**src/rtl/irq_encoder_32to5_pkg.sv**
```systemverilog
// Shared definitions for the 32-to-5 interrupt request encoder.
package irq_enc_pkg;

  localparam int NUM_IRQ = 32;
  localparam int ID_W    = 5;

  typedef logic [ID_W-1:0]    irq_id_t;
  typedef logic [NUM_IRQ-1:0] irq_vec_t;

  // Presentation FSM: IDLE looks for a candidate, PRESENT holds one ID until acked.
  typedef enum logic {
    IDLE    = 1'b0,
    PRESENT = 1'b1
  } state_e;

endpackage

```
**src/rtl/irq_encoder_32to5_if.sv**
```systemverilog
// Valid/ack handshake between the interrupt encoder and the exception unit.
// master: encoder side (presents ID); slave: CPU side (acknowledges).
interface irq_encoder_32to5_if;
  import irq_enc_pkg::*;

  logic    irq_valid;
  irq_id_t irq_id;
  logic    irq_ack;

  modport master (output irq_valid, output irq_id, input irq_ack);
  modport slave  (input irq_valid, input irq_id, output irq_ack);

endinterface

```
**src/rtl/prio_enc_32to5.sv**
```systemverilog
// Purely combinational 32-to-5 priority encoder: reports the lowest set bit.
module prio_enc_32to5
  import irq_enc_pkg::*;
(
  input  irq_vec_t req,
  output logic     any,
  output irq_id_t  idx
);

  assign any = |req;

  // Scan from the top down so the lowest set bit is the last one written.
  always_comb begin
    // NOTE: idx gets a default before the loop so no path leaves it unassigned (no latch).
    idx = '0;
    for (int i = NUM_IRQ - 1; i >= 0; i--) begin
      if (req[i]) idx = i[ID_W-1:0];
    end
  end

endmodule

```
**src/rtl/irq_encoder_32to5.sv**
```systemverilog
// Sequential 32-to-5 interrupt request encoder.
// Rising edges on irq_in pend requests; pending & mask are candidates; one ID
// at a time is presented over the valid/ack handshake.
// Optional macro IRQ_ENC_RR_EN: rotating priority with a last-granted pointer.
// Without it, fixed priority (lowest index wins).
module irq_encoder_32to5
  import irq_enc_pkg::*;
#(
  parameter logic [31:0] MASK_RESET = 32'hFFFF_FFFF
) (
  input  logic                clk,
  input  logic                rst,
  input  irq_vec_t            irq_in,
  input  logic                mask_we,
  input  irq_vec_t            mask_wdata,
  irq_encoder_32to5_if.master bus,
  output irq_vec_t            pending,
  output irq_vec_t            mask
);

  state_e   state_q, state_d;
  irq_id_t  id_q, id_d;
  irq_vec_t irq_q;
  irq_vec_t rise;
  irq_vec_t clr;
  irq_vec_t cand;
  logic     ack_acc;
  logic     enc_any;
  irq_id_t  enc_idx;
  irq_id_t  sel_idx;
  irq_vec_t enc_req;

  assign rise    = irq_in & ~irq_q;
  assign ack_acc = (state_q == PRESENT) && bus.irq_ack;
  // The registered mask is used, so a write in the same cycle only affects the next check.
  assign cand    = pending & mask;

  // One-hot clear of the presented bit when its ack is accepted.
  always_comb begin
    clr = '0;
    if (ack_acc) clr[id_q] = 1'b1;
  end

`ifdef IRQ_ENC_RR_EN
  irq_id_t               last_q;
  irq_id_t               rot_amt;
  logic [2*NUM_IRQ-1:0]  cand_dbl;

  // Rotate right so index last+1 lands at bit 0, then undo the offset (mod 32).
  assign rot_amt  = last_q + 5'd1;
  assign cand_dbl = {cand, cand} >> rot_amt;
  assign enc_req  = cand_dbl[NUM_IRQ-1:0];
  assign sel_idx  = enc_idx + rot_amt;

  // Last-granted pointer follows every accepted ack.
  always_ff @(posedge clk) begin
    if (rst)          last_q <= 5'd31;
    else if (ack_acc) last_q <= id_q;
  end
`else
  assign enc_req = cand;
  assign sel_idx = enc_idx;
`endif

  prio_enc_32to5 u_prio (
    .req (enc_req),
    .any (enc_any),
    .idx (enc_idx)
  );

  // Input history, pending set/clear (a new edge beats a same-cycle clear) and mask register.
  always_ff @(posedge clk) begin
    // NOTE: the edge-detect history is reset to 0 so lines already high at reset release pend once.
    if (rst) begin
      irq_q   <= '0;
      pending <= '0;
      mask    <= MASK_RESET;
    end else begin
      // NOTE: non-blocking assignments keep every register reading last cycle's values.
      irq_q   <= irq_in;
      pending <= rise | (pending & ~clr);
      if (mask_we) mask <= mask_wdata;
    end
  end

  // FSM state and presented-ID registers.
  always_ff @(posedge clk) begin
    if (rst) begin
      state_q <= IDLE;
      id_q    <= '0;
    end else begin
      state_q <= state_d;
      id_q    <= id_d;
    end
  end

  // Next-state logic: latch a candidate in IDLE, hold it in PRESENT until acked.
  always_comb begin
    state_d = state_q;
    id_d    = id_q;
    case (state_q)
      IDLE: begin
        if (enc_any) begin
          state_d = PRESENT;
          id_d    = sel_idx;
        end
      end
      PRESENT: begin
        if (bus.irq_ack) state_d = IDLE;
      end
      default: state_d = IDLE;
    endcase
  end

  assign bus.irq_valid = (state_q == PRESENT);
  assign bus.irq_id    = id_q;

endmodule

```
**src/flat_wrapper.sv**
```systemverilog
// flat-port wrapper written by rule: the top's interface ports become plain ports
module irq_encoder_32to5_flat import irq_enc_pkg::*;
#(
  parameter logic [31:0] MASK_RESET = 32'hFFFF_FFFF
)
  (clk, rst, irq_in, mask_we, mask_wdata, pending, mask, bus_irq_valid, bus_irq_id, bus_irq_ack);
  irq_encoder_32to5_if bus_i ();
  input  logic clk;
  input  logic rst;
  input  irq_vec_t irq_in;
  input  logic mask_we;
  input  irq_vec_t mask_wdata;
  output irq_vec_t pending;
  output irq_vec_t mask;
  output wire logic [$bits(bus_i.irq_valid)-1:0] bus_irq_valid;
  output wire logic [$bits(bus_i.irq_id)-1:0] bus_irq_id;
  input wire logic [$bits(bus_i.irq_ack)-1:0] bus_irq_ack;
  assign bus_irq_valid = bus_i.irq_valid;
  assign bus_irq_id = bus_i.irq_id;
  assign bus_i.irq_ack = bus_irq_ack;
  irq_encoder_32to5 #(.MASK_RESET(MASK_RESET)) u_core (.clk(clk), .rst(rst), .irq_in(irq_in), .mask_we(mask_we), .mask_wdata(mask_wdata), .bus(bus_i), .pending(pending), .mask(mask));
endmodule
```
**config.mk**
```make
export PLATFORM = sky130hd
export DESIGN_NAME = irq_encoder_32to5_flat
export DESIGN_NICKNAME = d
export VERILOG_FILES = /design/src/rtl/irq_encoder_32to5_pkg.sv /design/src/rtl/irq_encoder_32to5_if.sv /design/src/rtl/prio_enc_32to5.sv /design/src/rtl/irq_encoder_32to5.sv /design/src/flat_wrapper.sv
export SDC_FILE = /design/constraint.sdc
export NUM_CORES = 1
export LEC_CHECK = 0
export ABC_AREA = 1
export BUFFER_PORTS_ARGS = -buffer_cell sky130_fd_sc_hd__buf_2
export CORE_MARGIN = 2
export CORE_UTILIZATION = 49
export DETAILED_ROUTE_END_ITERATION = 12
export PLACE_DENSITY = 0.9
export SYNTH_ARGS = -nofsm -noshare
export SYNTH_HDL_FRONTEND = slang
export SYNTH_SLANG_ARGS = --single-unit
```
**constraint.sdc**
```tcl
create_clock -name clk -period 2.3 [get_ports clk]
set_input_delay 0.23 -clock clk [delete_from_list [all_inputs] [get_ports clk]]
set_output_delay 0.23 -clock clk [all_outputs]
set_load 0.01 [all_outputs]
```
# Word-level counts from Yosys, hierarchy flattened
# Cells that the tools add are included.
[word_totals]
ram_bits = 0
output_inout_bits = 70
register_bits = 102
mem_count = 0
latchBits = 0
rom_bits = 0
input_bits = 68
[op_classes]
multipliers = 0
div = 0
n_eq_ne = 0
shift = 0
add_sub_neg = 0
n_reduce_logical = 4
bitwise = 7
order_cmp = 2
muxes = 38
[ops]
columns = ["operator", "n"]
rows = [
  ["$mux 5", 32],
  ["$and 32x32->32", 3],
  ["$not 32->32", 2],
  ["$mux 32", 1],
  ["$or 32x32->32", 1],
  ["$reduce_or 32->1", 1],
  ["$lt 5x6->1 const B", 1],
  ["$demux 1 s5", 1],
  ["$ge 5x1->1 const B", 1],
  ["$mux 1", 3],
  ["$logic_and 1x1->1", 2],
  ["$pmux 1 s2", 1],
  ["$reduce_and 2->1", 1],
  ["$not 1->1", 1],
]

# Depth between registers and ports, before layout
# Gate-level depths: netlist of run 1.
[depth]
word_depth = 33
depth_mapped = 34
ltp_nobuf = 34

# By module
# A second synthesis of run 1 with hierarchy kept.
[hier_totals]
cells_unflattened = 717
area_unflattened_um2 = 4647.0
[modules_own_cells]
columns = ["module", "seq_area_each_um2", "n_inst", "cells_per_inst", "area_per_inst_um2"]
rows = [
  ["irq_encoder_32to5", 2042.0, 1, 610, 4176.5],
  ["prio_enc_32to5", 0.0, 1, 107, 470.5],
]

# Worst setup path before layout of run 1
# OpenSTA, ideal clock, no wires.
[synth_path]
kind = "reg2reg"
from = "register u_core.pending[31]"
to = "register u_core.id_q[0], in the netlist u_core.bus.irq_id[0]"
setup_slack_ps = 334
path_buffers = 0
arrival_ps = 1900
t_required_ps = 2234
stages_incl_launch_ff = 35
cell_sequence = "dfxtp_1 > nand2_1 > inv_1 > nand2_1 > nand2_1 > nand2_1 > nand2_1 > nand2_1 > nand2_1 > nand2_1 > nand2_1 > nand2_1 > nand2_1 > nand2_1 > nand2_1 > nand2_1 > nand2_1 > nand2_1 > nand2_1 > nand2_1 > nand2_1 > nand2_1 > nand2_1 > nand2_1 > nand2_1 > nand2_1 > nand2_1 > nand2_1 > nand2_1 > nand2_1 > nand2_1 > nand2_1 > nand2_1 > nand2_1 > a21oi_2"
[synth_via]
elab_chain_len = 33
[synth_rtl]
columns = ["item", "line_no", "rtl"]
rows = [
  ["from (decl)", "irq_encoder_32to5.sv:17", "output irq_vec_t pending,"],
  ["from (signal assigned)", "irq_encoder_32to5.sv:81", "pending <= rise | (pending & ~clr);"],
  ["$and 32x32->32 (*)", "irq_encoder_32to5.sv:36", "assign cand = pending & mask;"],
  ["$mux 5 (32 in a row)", "prio_enc_32to5.sv:17", "if (req[i]) idx = i[ID_W-1:0];"],
  ["to (signal assigned)", "irq_encoder_32to5.sv:93", "id_q <= id_d;"],
  ["to (decl)", "irq_encoder_32to5.sv:22", "irq_id_t id_q, id_d;"],
]
# Every way passes the cells marked *; elsewhere a longest branch is shown, timed or not.
# A chain may end at the register's enable or synchronous reset.

# Worst setup path after layout of run 1
# Ends and elaborated chain as after synthesis.

==> results of run 1 <==
==> report_power, final <==
group / total (mW) / internal (mW) / switching (mW)
Sequential: 1.99 / 1.89 / 0.0986
Clock: 1.22 / 0.663 / 0.560
Combinational: 0.657 / 0.263 / 0.393
==> layout make-up <==
type	count	share of cell area [%]
repair buffers	150	15.6
well taps	102	2.55
clock inverters	4	1.40
multi-input cells	390	33.1
clock buffers	11	3.02
inverters	47	3.52
flip-flops and latches	102	40.8
==> metrics by stage <==
stage / setup TNS [ns] / instances
5_1_grt: -0.170 / 806
3_5_place_dp: 0 / 789
4_1_cts: 0 / 804
6_report: 0 / 806
3_3_place_gp: 0 / 789
2_1_floorplan: 0 / 556
==> routing by layer <==
| metal | global-route usage (%) | wire (um) | vias to the layer above |
|---|---|---|---|
| met5 | 0 | 0 | - |
| li1 | - | - | 2008 |
| met3 | 4.57 | 796 | 24 |
| met1 | 31.1 | 4550 | 1743 |
| met4 | 11.5 | 265 | 0 |
| met2 | 41.4 | 4930 | 156 |
==> worst max-delay path, delay by kind of cell, from the launching register on <==
kind / cells / cell delay [ns]
buffers and inverters: 1 / 0.04
and+or+nand+nor: 32 / 1.63
DFF: 1 / 0.33
AOI/OAI and AO/OA: 1 / 0.05
==> what timing repair did <==
item	in CTS	in global routing
hold buffers	0	0
endpoints found under the setup margin	0	1
gates resized for setup	0	5
setup buffers	0	2
==> flip-flops by register name, indices dropped and copies added, names as in the netlist <==
register	flops
u_core.irq_q	32
u_core.bus.irq_id	5
u_core.pending	32
u_core.bus.irq_valid	1
u_core.mask	32
==> path summary, 6_finish.rpt <==
kind | start | endpoint | cells after the start
worst max-delay path | u_core.pending[31] | u_core.bus.irq_id[0] | 34
worst min-delay path | mask_wdata[6] | u_core.mask[6] | 3
worst max register to register | u_core.pending[31] | u_core.bus.irq_id[0] | 34
worst min register to register | u_core.irq_q[30] | u_core.pending[30] | 1
==> logic make-up (layout without fill, tap and decap cells) <==
logic type / after synthesis / after routing / share of synthesized area (%)
AND/OR/NAND/NOR: 341 / 341 / 34.9
AO/OA/AOI/OAI: 49 / 49 / 7.04
flip-flops: 102 / 102 / 51.8
buffers and inverters: 64 / 212 / 6.28
==> synth_stat cells <==
| cell type | count | area share (%) |
|---|---|---|
| nand2_1 | 174 | 17 |
| nor3_1 | 13 | 1.6 |
| o21ai_1 | 5 | 0.63 |
| dfxtp_1 | 102 | 52 |
| a211oi_1 | 2 | 0.38 |
| a31oi_1 | 2 | 0.32 |
| clkinv_1 | 1 | 0.095 |
| nor2_1 | 110 | 10 |
| buf_1 | 5 | 0.48 |
| o31ai_1 | 1 | 0.19 |
| clkbuf_1 | 11 | 1.0 |
| inv_2 | 7 | 0.67 |
| a21oi_4 | 1 | 0.41 |
| inv_1 | 39 | 3.7 |
| buf_6 | 1 | 0.29 |
| nand2_4 | 2 | 0.57 |
| nand2_2 | 10 | 1.6 |
| a21oi_2 | 1 | 0.22 |
| nand3_1 | 32 | 4.1 |
| a21oi_1 | 32 | 4.1 |
| o21a_1 | 1 | 0.19 |
| o22ai_1 | 4 | 0.63 |
==> flow_summary.ini, run 1 <==
[status]
status = completed

[timing]
hold_slack_ns = 0.0811
slew_headroom_pct = 54.7
setup_viol = 0
rsz0062_at_grt = yes
worst_slack_ns = 0.119
finalCritPeriodShare_pct = 94.8
fmax_mhz = 458
skew_ns = 0.00730
hold_violations = 0
worstMarginPinSlew_ns = 0.679
final.min_clock_period_ns = 2.18
slew_viol_final = 0

[layout]
layout_common_cells = nand2_1, buf_2, nor2_1, dfxtp_1, inv_1
fillCellCount = 732
regArea_sq_um = 2050
nets = 768
fin_util_pct = 64.5
n_antenna_cell = 0
area_delta_synth_final_pct = 27.1
multi_input_area_sq_um = 1660
fin_area_sq_um = 5010
final_common_cell = nand2_1
drive_gt1_share_pct = 27.1

[die]
floorplan.initialDensity_pct = 50.8
dieArea_sq_um = 8780
rows = 32
coreArea_sq_um = 7770
io_pins = 138
die_h_um = 93.7
die_w_um = 93.7

[global_routing]
overflow = 0
track_usage_pct = 24.8
grt_pass1_vias = 3819
grt_antenna_before_repair = 0
grt_pass1_wl_um = 17200
grt_max_degree = 66

[synthesis]
syn_nets = 624
avgSynthCellArea_sq_um = 7.09
synthCells = 556
ys_types = 22
yosys_warnings = 0
synth_seq_area_share_pct = 51.8
syn-cell-area_sq_um = 3940
ys_ff_latch = 102

[worst_hold_path]
min_path_type = primary input to flop

[routing]
vias = 3931
dr.pass1.iters = 5
wirelength_um = 10500
via_per_inst = 4.88
avgRoutedWirePerCell_um = 13.1
antenna_left = 0
drt_iter0_drc = 185
drc = 0

[power]
powerDensity_nw_per_um2 = 773
cellLeakagePower_nw = 2.62
irDropWorstVdd_mv = 0.368
power_mw = 3.87

[worst_setup_path]
path_max_fanout = 2
cpPeakStageDelay_ns = 0.33
crit_slowest_cell = dfxtp_2
crit_top_cell = nand2_1
ff2ff_setup_slack_ns = 0.12
crit_type = flop to flop
critPathRequiredTime_ns = 2.52
critical_path_arrival_ns = 2.40
startpoint_type = flop
endpoint_kind = flop

[clocking]
cts_made_buffers = 9
clock_latency_ns = 0.36
cts_root_buf = clkbuf_8
clockBufferDepth = 2
clock_sinks = 102
path_clk_slew_ns = 0.09
h-tree-depth = 3
cts_tree = done

[place]
gp_congestion = 0.824
dpl_cell_area_sq_um = 4770
dpl.hpwl_um = 7950
pre_cts_slack_ns = 0.181
port-buffer-count = 137

[job]
cap_violations = 0
Power figures use the tool's default switching activity.
==> run 2, diff against run 1 <==
Settings changed: CORE_UTILIZATION 49 to 50, PLACE_DENSITY 0.9 to 0.91.
Clock period 2.3 ns to 2.73 ns, I/O delays scaled along.
==> flow_summary.ini, run 2 (same netlist as run 1, synthesis figures left out) <==
[die]
dieArea_sq_um = 8610
io_pins = 138
die_h_um = 92.8
floorplan.initialDensity_pct = 51.3
die_w_um = 92.8
rows = 32
coreArea_sq_um = 7690

[worst_setup_path]
critical_path_arrival_ns = 2.45
cpPeakStageDelay_ns = 0.35
crit_top_cell = nand2_1
critPathRequiredTime_ns = 3.02
endpoint_kind = flop
crit_type = flop to flop
cp_top_family = simple AND/OR/NAND/NOR gates
startpoint_type = flop
crit_slowest_cell = dfxtp_1
path_buf_inv = 1
path_max_fanout = 3

[routing]
dr.pass1.iters = 5
wirelength_um = 10300
via_per_inst = 4.95
drc = 0
vias = 3956
avgRoutedWirePerCell_um = 12.9
drt_iter0_drc = 180
antenna_left = 0

[clocking]
clock_latency_ns = 0.36
postCtsSetupBuffers = 0
post_cts_resized = 0
h-tree-depth = 3
clockBufferDepth = 2
cts_tree = done
cts_hold_buf = 0
cts_root_buf = clkbuf_8
clock_sinks = 102
path_clk_slew_ns = 0.10
cts_made_buffers = 9

[timing]
slew_headroom_pct = 30.1
final.min_clock_period_ns = 2.16
skew_ns = 0.00954
setup_viol = 0
rsz0062_at_grt = no
hold_violations = 0
finalCritPeriodShare_pct = 79.1
worstMarginPinSlew_ns = 1.05
fmax_mhz = 463
worst_slack_ns = 0.570
tns_ns = 0
slew_viol_final = 0

[layout]
fin_util_pct = 64.8
area_delta_synth_final_pct = 26.2
nets = 761
final_common_cell = nand2_1
top_regs = u_core.irq_q x32, u_core.mask x32, u_core.pending x32
layout_common_cells = nand2_1, buf_2, nor2_1, dfxtp_1, inv_1
n_antenna_cell = 0
drive_gt1_share_pct = 25.6

[global_routing]
grt_pass1_vias = 3697
grt_antenna_before_repair = 0
grt_max_degree = 66
grt_pass1_wl_um = 16400
track_usage_pct = 24.0
overflow = 0

[status]
status = completed

[power]
switching_share_pct = 27.0
p_clk_share_pct = 33.7
pwr-share-comb_pct = 16.3
internal_power_mw = 2.45
cellLeakagePower_nw = 2.59
power.switching_mw = 0.906
powerDensity_nw_per_um2 = 673
irDropWorstVdd_mv = 0.421
seq_power_share_pct = 50.0

[job]
cap_violations = 0

[place]
pre_cts_slack_ns = 0.620
dpl.hpwl_um = 7720
gp_congestion = 0.837
port-buffer-count = 137

[worst_hold_path]
min_path_type = primary input to flop
[run 2: changes by cell type in the layout (fill, tap and decap cells not counted), moves of 2 or more]
cell / change
clkinv_2: -2
dfxtp_1: +4
dfxtp_2: -4
buf_4: -7
[run 2: tightest hold or removal path, stage by stage]
cell and delay [ns]:
buf_2 0.07, nand2_1 0.04, nand3_1 0.06
[run 2: metrics by stage]
stage | std cells | power (mW) | hold slack, ns | area, sq um
after floorplan | 556 | 2.03 | 0.389 | 3940
after global placement | 784 | 2.23 | 0.414 | 4730
after detailed placement | 784 | 2.25 | 0.417 | 4730
after CTS | 800 | 3.37 | 0.107 | 4980
after global routing | 800 | 3.51 | 0.104 | 4980
final | 800 | 3.35 | 0.119 | 4980
[run 2: power by group through the flow]
stage	Combinational [mW]	Sequential (mW)	Clock (mW)
5_1_grt	0.614	1.69	1.21
2_1_floorplan	0.296	1.74	0
3_5_place_dp	0.543	1.71	0
3_3_place_gp	0.527	1.70	0
6_report	0.546	1.68	1.13
4_1_cts	0.546	1.68	1.15
[run 2: routing by layer]
| metal | global-route usage, % | routed length (um) | vias to the layer above |
|---|---|---|---|
| met4 | 10.5 | 221 | 0 |
| met1 | 29.4 | 4440 | 1788 |
| li1 | - | - | 1997 |
| met2 | 40.8 | 4940 | 149 |
| met5 | 0 | 0 | - |
| met3 | 5.04 | 701 | 22 |
[run 2: worst paths after layout]
kind                            from                    to  slack (ns)  depth (start not counted)
setup / recovery  u_core.pending[31]  u_core.bus.irq_id[0]        0.57                         34
hold / removal         mask_wdata[6]        u_core.mask[6]        0.12                          3
setup reg to reg  u_core.pending[31]  u_core.bus.irq_id[0]        0.57                         34
hold reg to reg     u_core.irq_q[30]    u_core.pending[30]        0.43                          1
[run 2: cell type report]
cell class,count,area [sq um]
fillers,698,2710
well taps,102,128
inverters,47,176
multi-input cells,390,1650
repair buffers,143,731
flip-flops and latches,102,2040
clock buffers,11,141
clock inverters,5,106
